<file path="src/rtl/frog_controller.sv">
// Player frog sequencer: debounced presses become single-cell moves applied at frame start.
// Optional win counter on the score port when FROG_SCORE_EN is defined.
module frog_controller #(
  parameter int GRID_SIZE       = 32,
  parameter int GRID_COLS       = 20,
  parameter int GRID_ROWS       = 15,
  parameter int START_COL       = 10,
  parameter int START_ROW       = 14,
  parameter int COOLDOWN_FRAMES = 8,
  parameter int WIN_FRAMES      = 60
) (
  input  logic       clk,
  input  logic       rst_n,
  input  logic       frame_start,
  input  logic       btn_up,
  input  logic       btn_down,
  input  logic       btn_left,
  input  logic       btn_right,
  input  logic [9:0] h_counter,
  input  logic [9:0] v_counter,
  output logic [4:0] frog_col,
  output logic [3:0] frog_row,
  output logic       in_frog,
  output logic       win_pulse,
  output logic       busy
`ifdef FROG_SCORE_EN
  ,
  output logic [3:0] score
`endif
);

  localparam int SHIFT   = $clog2(GRID_SIZE);
  localparam int CNT_MAX = (WIN_FRAMES > COOLDOWN_FRAMES) ?
                           WIN_FRAMES : COOLDOWN_FRAMES;
  localparam int CNT_W   = $clog2(CNT_MAX + 1);

  typedef enum logic [1:0] {
    IDLE, PENDING, COOLDOWN, WIN
  } state_e;

  typedef enum logic [1:0] {
    DIR_UP, DIR_DOWN, DIR_LEFT, DIR_RIGHT
  } dir_e;

  logic [3:0]       btn;
  logic [3:0]       arm_q, arm_d;
  logic [3:0]       press_q, press_d;
  state_e           state_q, state_d;
  dir_e             dir_q, dir_d;
  logic [CNT_W-1:0] cnt_q, cnt_d;
  logic [4:0]       col_q, col_d, mv_col;
  logic [3:0]       row_q, row_d, mv_row;
  logic             in_frog_q, in_frog_d;
  logic             win_q, win_d;
  logic             busy_q, busy_d;
  logic [9:0]       h_cell, v_cell;
`ifdef FROG_SCORE_EN
  logic [3:0]       score_q, score_d;
`endif

  assign btn = {btn_up, btn_down, btn_left, btn_right};

  // arm_q holds "button was released"; resetting it to 0 means a
  // button held through reset release never counts as a press.
  always_comb begin
    arm_d   = ~btn;
    press_d = btn & arm_q;
  end

  always_comb begin
    mv_col = col_q;
    mv_row = row_q;
    unique case (dir_q)
      DIR_UP:
        if (row_q != 4'd0) mv_row = row_q - 4'd1;
      DIR_DOWN:
        if (row_q != 4'(GRID_ROWS - 1)) mv_row = row_q + 4'd1;
      DIR_LEFT:
        if (col_q != 5'd0) mv_col = col_q - 5'd1;
      DIR_RIGHT:
        if (col_q != 5'(GRID_COLS - 1)) mv_col = col_q + 5'd1;
    endcase
  end

  always_comb begin
    state_d = state_q;
    dir_d   = dir_q;
    cnt_d   = cnt_q;
    col_d   = col_q;
    row_d   = row_q;
    win_d   = 1'b0;
    unique case (state_q)
      IDLE: begin
        if (|press_q) begin
          state_d = PENDING;
          if (press_q[3])      dir_d = DIR_UP;
          else if (press_q[2]) dir_d = DIR_DOWN;
          else if (press_q[1]) dir_d = DIR_LEFT;
          else                 dir_d = DIR_RIGHT;
        end
      end
      PENDING: begin
        if (frame_start) begin
          col_d = mv_col;
          row_d = mv_row;
          if (mv_row == 4'd0) begin
            state_d = WIN;
            cnt_d   = CNT_W'(WIN_FRAMES);
            win_d   = 1'b1;
          end else begin
            state_d = COOLDOWN;
            cnt_d   = CNT_W'(COOLDOWN_FRAMES);
          end
        end
      end
      COOLDOWN: begin
        if (frame_start) begin
          cnt_d = cnt_q - CNT_W'(1);
          if (cnt_q == CNT_W'(1)) state_d = IDLE;
        end
      end
      WIN: begin
        if (frame_start) begin
          cnt_d = cnt_q - CNT_W'(1);
          if (cnt_q == CNT_W'(1)) begin
            state_d = IDLE;
            col_d   = 5'(START_COL);
            row_d   = 4'(START_ROW);
          end
        end
      end
    endcase
    busy_d = (state_d != IDLE);
  end

  always_comb begin
    h_cell    = h_counter >> SHIFT;
    v_cell    = v_counter >> SHIFT;
    in_frog_d = (h_cell == {5'd0, col_q}) &&
                (v_cell == {6'd0, row_q}) &&
                (h_counter < 10'(GRID_COLS * GRID_SIZE)) &&
                (v_counter < 10'(GRID_ROWS * GRID_SIZE));
  end

`ifdef FROG_SCORE_EN
  always_comb begin
    score_d = score_q;
    if (win_d && score_q != 4'hf) score_d = score_q + 4'd1;
  end
`endif

  always_ff @(posedge clk) begin
    if (!rst_n) begin
      arm_q     <= '0;
      press_q   <= '0;
      state_q   <= IDLE;
      dir_q     <= DIR_UP;
      cnt_q     <= '0;
      col_q     <= 5'(START_COL);
      row_q     <= 4'(START_ROW);
      in_frog_q <= 1'b0;
      win_q     <= 1'b0;
      busy_q    <= 1'b0;
`ifdef FROG_SCORE_EN
      score_q   <= '0;
`endif
    end else begin
      arm_q     <= arm_d;
      press_q   <= press_d;
      state_q   <= state_d;
      dir_q     <= dir_d;
      cnt_q     <= cnt_d;
      col_q     <= col_d;
      row_q     <= row_d;
      in_frog_q <= in_frog_d;
      win_q     <= win_d;
      busy_q    <= busy_d;
`ifdef FROG_SCORE_EN
      score_q   <= score_d;
`endif
    end
  end

  assign frog_col  = col_q;
  assign frog_row  = row_q;
  assign in_frog   = in_frog_q;
  assign win_pulse = win_q;
  assign busy      = busy_q;
`ifdef FROG_SCORE_EN
  assign score     = score_q;
`endif

endmodule

</file>
<file path="config.mk">
export PLATFORM = sky130hd
export DESIGN_NAME = frog_controller
export DESIGN_NICKNAME = d
export VERILOG_FILES = /design/src/rtl/frog_controller.sv
export SDC_FILE = /design/constraint.sdc
export NUM_CORES = 1
export LEC_CHECK = 0
export BUFFER_PORTS_ARGS = -buffer_cell sky130_fd_sc_hd__buf_2
export CAP_MARGIN = 20
export CORE_MARGIN = 3
export CORE_UTILIZATION = 55
export CTS_BUF_LIST = sky130_fd_sc_hd__clkbuf_4 sky130_fd_sc_hd__clkbuf_8
export DETAILED_ROUTE_END_ITERATION = 8
export PLACE_DENSITY = 0.9
export SLEW_MARGIN = 20
export SYNTH_ARGS = -nofsm -noshare
export SYNTH_HDL_FRONTEND = slang
export SYNTH_SLANG_ARGS = --single-unit
</file>
<file path="constraint.sdc">
create_clock -name clk -period 3.24 [get_ports clk]
set_input_delay 0.972 -clock clk [delete_from_list [all_inputs] [get_ports clk]]
set_output_delay 0.972 -clock clk [all_outputs]
set_load 0.03 [all_outputs]
</file>
==> run metrics, run 1 <==
max-cap violation count 0; syn_nets 251; setup bufs post-CTS 0; CTS tree built; Antenna diodes 0; Synth Flop Type dfxtp_1; Fmax 424 MHz; clock slew seen by the registers of the worst setup and hold paths 0.09 ns; element type at the critical path start flop; Yosys reg bits 30; initial core utilization 0.606; worst endpoint required time 3.47 ns; Total GRT Usage 0.202; Ys Warns 0; core area 0.00290 mm2; r2r endpoint frog_col[4]$_SDFFE_PN0P_; area delta synth->final 11.8%; Seq pwr share 0.538; DR WL/cell 13.1 um; H-tree Lvls 2; crit path cell chain nand2_1 > fa_1 > a21o_1 > a21oi_1 > o311ai_0 > a41o_1; global-route wire length before repair 6450 um; count of final hold-check violations 0; Final Skew 0.00698 ns; final wirelength 3700 um; Worst path max stage delay 0.65 ns; clk sink count 30; port bufs 28; Slew Viols, Final 0; setup tns final 0 ns; EDFF count, synth 0; Worst VDD drop 0.000290 V; hold path cells 1; Critical Path Source dir_q[0]$_SDFFE_PN0P_; FF-to-FF path depth 6; area post-placement 0.00190 mm2; P_sw 209 uW; 1st-iter DRT viols 119; RSZ-0062 raised after global routing no; initial antenna violation count 0; die outline height 62.5 um; internal cell power 546 uW; die area 0.00391 mm2; placed wire-length estimate 2710 um; Vias/cell 5.83; Mapped Cells 215; Remaining Overflow, GRT 0; status finished clean; Logic pwr share 0.151; Max clock buf depth 2; Worst-Margin Slew 0.615 ns; PostCTS Resize Cnt 0; vias 1643; IO Count 39; FF-to-FF Start dir_q[0]$_SDFFE_PN0P_; cell row count 19; highest-delay cell along the critical path dfxtp_1; PwrDens 384 mW/mm2; Mapped Area 0.00176 mm2; fraction of registers with async set or reset after synthesis 0; power share of the clock group 0.311; largest net degree at the start of global routing 21; Rel. slew slack 0.589; share of cells above drive strength 1 0.179; Pre-Repair DR Iteration Count 6; Syn Area/Cell 8.18 um2; hold_buf cts 0; clock latency on the worst-skew pair 0.33 ns; Hold Crit Start arm_q[2]$_SDFF_PN0_; root buf cell clkbuf_4; design area 0.00197 mm2; Die X 62.5 um; nets@finish 275; P_leak 0.819 nW; CTS Buf Count 5; Max FO, Critical Path 15; register area share after synthesis 0.342; Worst Hold Path EP press_q[2]$_SDFF_PN0_; Final Setup Violations 0; crit path kind flop to flop; crit path DAT 2.59 ns; CP Capture Type flop; worst reg2reg setup slack 0.88 ns; vias in the first global route 1486; routability cong. 0.918; part of the cycle the worst path needs 0.727; Hold Path Class flop to flop; post-layout min period 2.36 ns; DRT antenna net count 0; switching portion of total power 0.277; synth unique cells 54; DRC errors left 0
[critical path, delay by kind of cell (launching register included)]
family | cells | cell delay, ns
adders and majority gates | 1 | 0.46
and+or+nand+nor | 1 | 0.25
DFF | 1 | 0.65
AOI/OAI and AO/OA | 4 | 0.91
[logic make-up (layout without fill, tap and decap cells)]
kind of cell               Yosys count  count (layout)  synth area share
AOI/OAI and AO/OA                   58              58             0.226
and+or+nand+nor                     78              78             0.226
xor gates and xnor gates            11              11            0.0548
adders and majority gates            9               9            0.0683
DFF                                 30              30             0.342
muxes                                4               4            0.0228
buffers and inverters               25              50            0.0598
[routing by layer]
| layer | track usage | routed length (um) | up-vias |
|---|---|---|---|
| met5 | 0 | 0 | - |
| met4 | 0.0771 | 67 | 0 |
| met3 | 0.0629 | 255 | 9 |
| met2 | 0.334 | 1640 | 58 |
| met1 | 0.243 | 1730 | 750 |
| li1 | - | - | 826 |
[through the flow]
| stage | hold WS, ns | power, mW | util | setup slack, ns | instances |
|---|---|---|---|---|---|
| finish | 0.454 | 0.755 | 0.678 | 0.884 | 282 |
| detailed placement | 0.437 | 0.528 | 0.656 | 0.861 | 274 |
| global placement | 0.435 | 0.524 | 0.656 | 0.867 | 274 |
| floorplan | 0.429 | 0.496 | - | 0.956 | 215 |
| global route | 0.479 | 0.806 | 0.678 | 0.699 | 282 |
| CTS | 0.455 | 0.766 | 0.678 | 0.921 | 282 |
[synthesized netlist by cell type (all sizes together) (2+ instances only)]
cell type,instances,area share
a21oi,14,0.040
nand2,10,0.021
o32ai,2,0.014
nor2,28,0.060
nor3,7,0.020
nor4,2,0.0071
and4,3,0.015
a211oi,5,0.024
nor2b,3,0.011
inv,13,0.028
a2111oi,2,0.010
clkbuf,7,0.015
dfxtp,30,0.34
buf,5,0.017
mux2i,4,0.023
nand4,4,0.014
nand3,7,0.020
ha,8,0.057
or3,2,0.0071
xnor2,10,0.050
or4,2,0.011
o21ai,15,0.043
and3,4,0.014
nand2b,2,0.0071
a31oi,3,0.011
a21o,2,0.0093
[state kept, by name, summed over array words and instances (netlist names)]
name       cells
press_q        4
frog_row       4
frog_col       5
arm_q          4
win_pulse      1
in_frog        1
state_q        2
dir_q          2
busy           1
cnt_q          6
[power groups by stage]
stage / Clock, mW / Sequential (mW) / Combinational [mW]
global route: 0.269 / 0.409 / 0.128
floorplan: 0 / 0.406 / 0.0894
global placement: 0 / 0.413 / 0.111
finish: 0.235 / 0.406 / 0.114
CTS: 0.246 / 0.406 / 0.114
detailed placement: 0 / 0.414 / 0.114
[layout make-up]
cell class              instances  area (um2)
flip-flops and latches         30         601
clock inverters                 1        5.00
inverters                      13        48.8
well taps                      42        52.6
repair buffers                 29         148
fillers                       257         935
multi-input cells             160        1050
clock buffers                   7        58.8
[worst max path at each step]
stage / end / cells after the start / slack [ns]
after CTS: frog_col[4]$_SDFFE_PN0P_ / 6 / 0.92
after global routing: frog_col[4]$_SDFFE_PN0P_ / 6 / 0.70
after floorplan: cnt_q[5]$_SDFFE_PN0P_ / 8 / 0.96
after detailed placement: frog_col[4]$_SDFFE_PN0P_ / 6 / 0.86
after global placement: frog_col[4]$_SDFFE_PN0P_ / 6 / 0.87
final: frog_col[4]$_SDFFE_PN0P_ / 6 / 0.88
[layout by cell type (no fill, tap or decap), types with 2 or more instances in the layout]
cell type | synthesis | final
a211oi_1 | 4 | 4
and3_1 | 4 | 4
xnor2_1 | 10 | 10
o21ai_0 | 14 | 14
nor2b_1 | 3 | 3
ha_1 | 8 | 8
nor3_1 | 7 | 7
a21oi_1 | 14 | 14
nand2_1 | 10 | 10
nor4_1 | 2 | 2
clkbuf_4 | 0 | 6
a31oi_1 | 3 | 3
a2111oi_0 | 2 | 2
or3_1 | 2 | 2
dfxtp_1 | 30 | 30
nand3_1 | 7 | 7
buf_2 | 3 | 28
nand2b_1 | 2 | 2
inv_1 | 13 | 13
mux2i_1 | 4 | 4
nand4_1 | 4 | 4
and4_1 | 3 | 3
nor2_1 | 28 | 28
Note: power is estimated with default switching activity, not from simulation.
==> inputs of run 2 (changes only) <==
==> constraint.sdc (replaced) <==
create_clock -name clk -period 2.4 [get_ports clk]
set_input_delay 0.72 -clock clk [delete_from_list [all_inputs] [get_ports clk]]
set_output_delay 0.72 -clock clk [all_outputs]
set_load 0.03 [all_outputs]
==> run metrics, run 2 (synthesis results as in run 1) <==
status finished clean; Slew Viols, Final 0; root buf cell clkbuf_4; Worst path max stage delay 0.41 ns; Layout Cells excl Fill 289; global-route wire length before repair 6600 um; DRC errors left 0; die outline height 62.5 um; clock latency on the worst-skew pair 0.33 ns; DRT antenna net count 0; Worst VDD drop 0.000463 V; FF-to-FF Start frog_row[0]$_SDFFE_PN0P_; share of cells above drive strength 1 0.202; Worst-Margin Slew 0.600 ns; placed wire-length estimate 2850 um; placed cells 281; largest net degree at the start of global routing 21; crit path DAT 2.36 ns; RSZ-0062 raised after global routing no; Final Skew 0.00513 ns; CTS Buf Count 5; PostCTS Resize Cnt 0; Filler cells 260; port bufs 28; CP Capture Type flop; most frequent cells in the layout dfxtp_1 (30), nor2_1 (28), buf_2 (28); vias 1703; Die X 62.5 um; routability cong. 0.840; final wirelength 3850 um; Max FO, Critical Path 4; H-tree Lvls 2; die area 0.00391 mm2; Hold Crit Start arm_q[1]$_SDFF_PN0_; max-cap violation count 0; Hold Path Class flop to flop; Pre-Repair DR Iteration Count 4; crit path cell chain inv_1 > ha_1 > nor4b_1 > o21ai_0 > a211oi_1 > nand4_1 > a31oi_1; Fmax 477 MHz; hold_buf cts 0; setup tns final 0 ns; crit path kind flop to flop; Worst Hold Path EP press_q[1]$_SDFF_PN0_; Remaining Overflow, GRT 0; Largest Register cnt_q; FF-to-FF path depth 7; vias in the first global route 1506; Hold Slack 0.455 ns; 1st-iter DRT viols 105; element type at the critical path start flop; clock slew seen by the registers of the worst setup and hold paths 0.10 ns; DR WL/cell 13.3 um; CTS tree built; hold path cells 1; Total GRT Usage 0.205; part of the cycle the worst path needs 0.874; post-layout min period 2.10 ns; max FFs per register 6; highest-delay cell along the critical path nor4b_1; P_leak 0.849 nW; Vias/cell 5.89; worst endpoint required time 2.66 ns; clk sink count 30; Max clock buf depth 2; cell row count 19; Final Setup Violations 0; PwrDens 513 mW/mm2; Antenna diodes 0; setup bufs post-CTS 0; initial core utilization 0.606; core area 0.00290 mm2; initial antenna violation count 0; worst reg2reg setup slack 0.30 ns; leading cell type in the layout, fill and taps excluded dfxtp_1; Rel. slew slack 0.590; IO Count 39; r2r endpoint cnt_q[5]$_SDFFE_PN0P_; count of final hold-check violations 0; area delta synth->final 14.8%; nets@finish 282
-- run 2: cell types whose count changed in the layout (fill, tap and decap cells not counted), sizes merged --
cell | before | now
buf | 29 | 36
clkbuf | 7 | 6
clkinvlp | 0 | 1
-- run 2: area by class of cell --
| cell class | instances | area (um2) | area share |
|---|---|---|---|
| Multi-Input combinational cell | 160 | 1050 | 0.521 |
| Clock inverter | 2 | 12.5 | 0.00620 |
| Inverter | 13 | 48.8 | 0.0242 |
| Tap cell | 42 | 52.6 | 0.0260 |
| Sequential cell | 30 | 601 | 0.298 |
| Clock buffer | 6 | 51.3 | 0.0254 |
| Timing Repair Buffer | 36 | 200 | 0.0992 |
-- run 2: metal layers --
layer  routed length (um)  vias to the layer above  track usage
met3                  308                        4       0.0540
li1                     -                      842            -
met4                    9                        0       0.0716
met2                 1900                       84        0.352
met5                    0                        -            0
met1                 1630                      773        0.248
-- run 2: worst max-delay path by stage --
stage	to	slack [ns]	depth (start not counted)	startpoint
after floorplan	cnt_q[5]$_SDFFE_PN0P_	0.12	8	frog_row[0]$_SDFFE_PN0P_
after global placement	frog_col[4]$_SDFFE_PN0P_	0.40	6	frame_start
after detailed placement	cnt_q[5]$_SDFFE_PN0P_	0.34	7	frog_row[0]$_SDFFE_PN0P_
after CTS	cnt_q[5]$_SDFFE_PN0P_	0.30	7	frog_row[0]$_SDFFE_PN0P_
after global routing	cnt_q[5]$_SDFFE_PN0P_	0.09	7	frog_row[0]$_SDFFE_PN0P_
final	cnt_q[5]$_SDFFE_PN0P_	0.30	7	frog_row[0]$_SDFFE_PN0P_
-- run 2: report_power, final --
group / switching (mW) / internal (mW) / total, mW
registers: 0.0153 / 0.515 / 0.530
logic: 0.106 / 0.0784 / 0.184
clock network: 0.181 / 0.141 / 0.322
-- run 2: per-stage QoR --
step,util,worst slack [ns],area [um2],total power [mW]
after floorplan,-,0.116,1760,0.669
after global placement,0.674,0.397,1950,0.718
after detailed placement,0.674,0.341,1950,0.725
after CTS,0.696,0.296,2020,1.04
after global routing,0.696,0.0948,2020,1.09
final,0.696,0.303,2020,1.04
-- run 2: worst max-delay path, delay by kind of cell (launching register included) --
kind | cells | cell delay [ns]
AO/OA/AOI/OAI | 3 | 0.73
AND/OR/NAND/NOR | 2 | 0.65
flip-flops | 1 | 0.32
adder cells (fa/ha/maj) | 1 | 0.23
buffers and inverters | 1 | 0.10
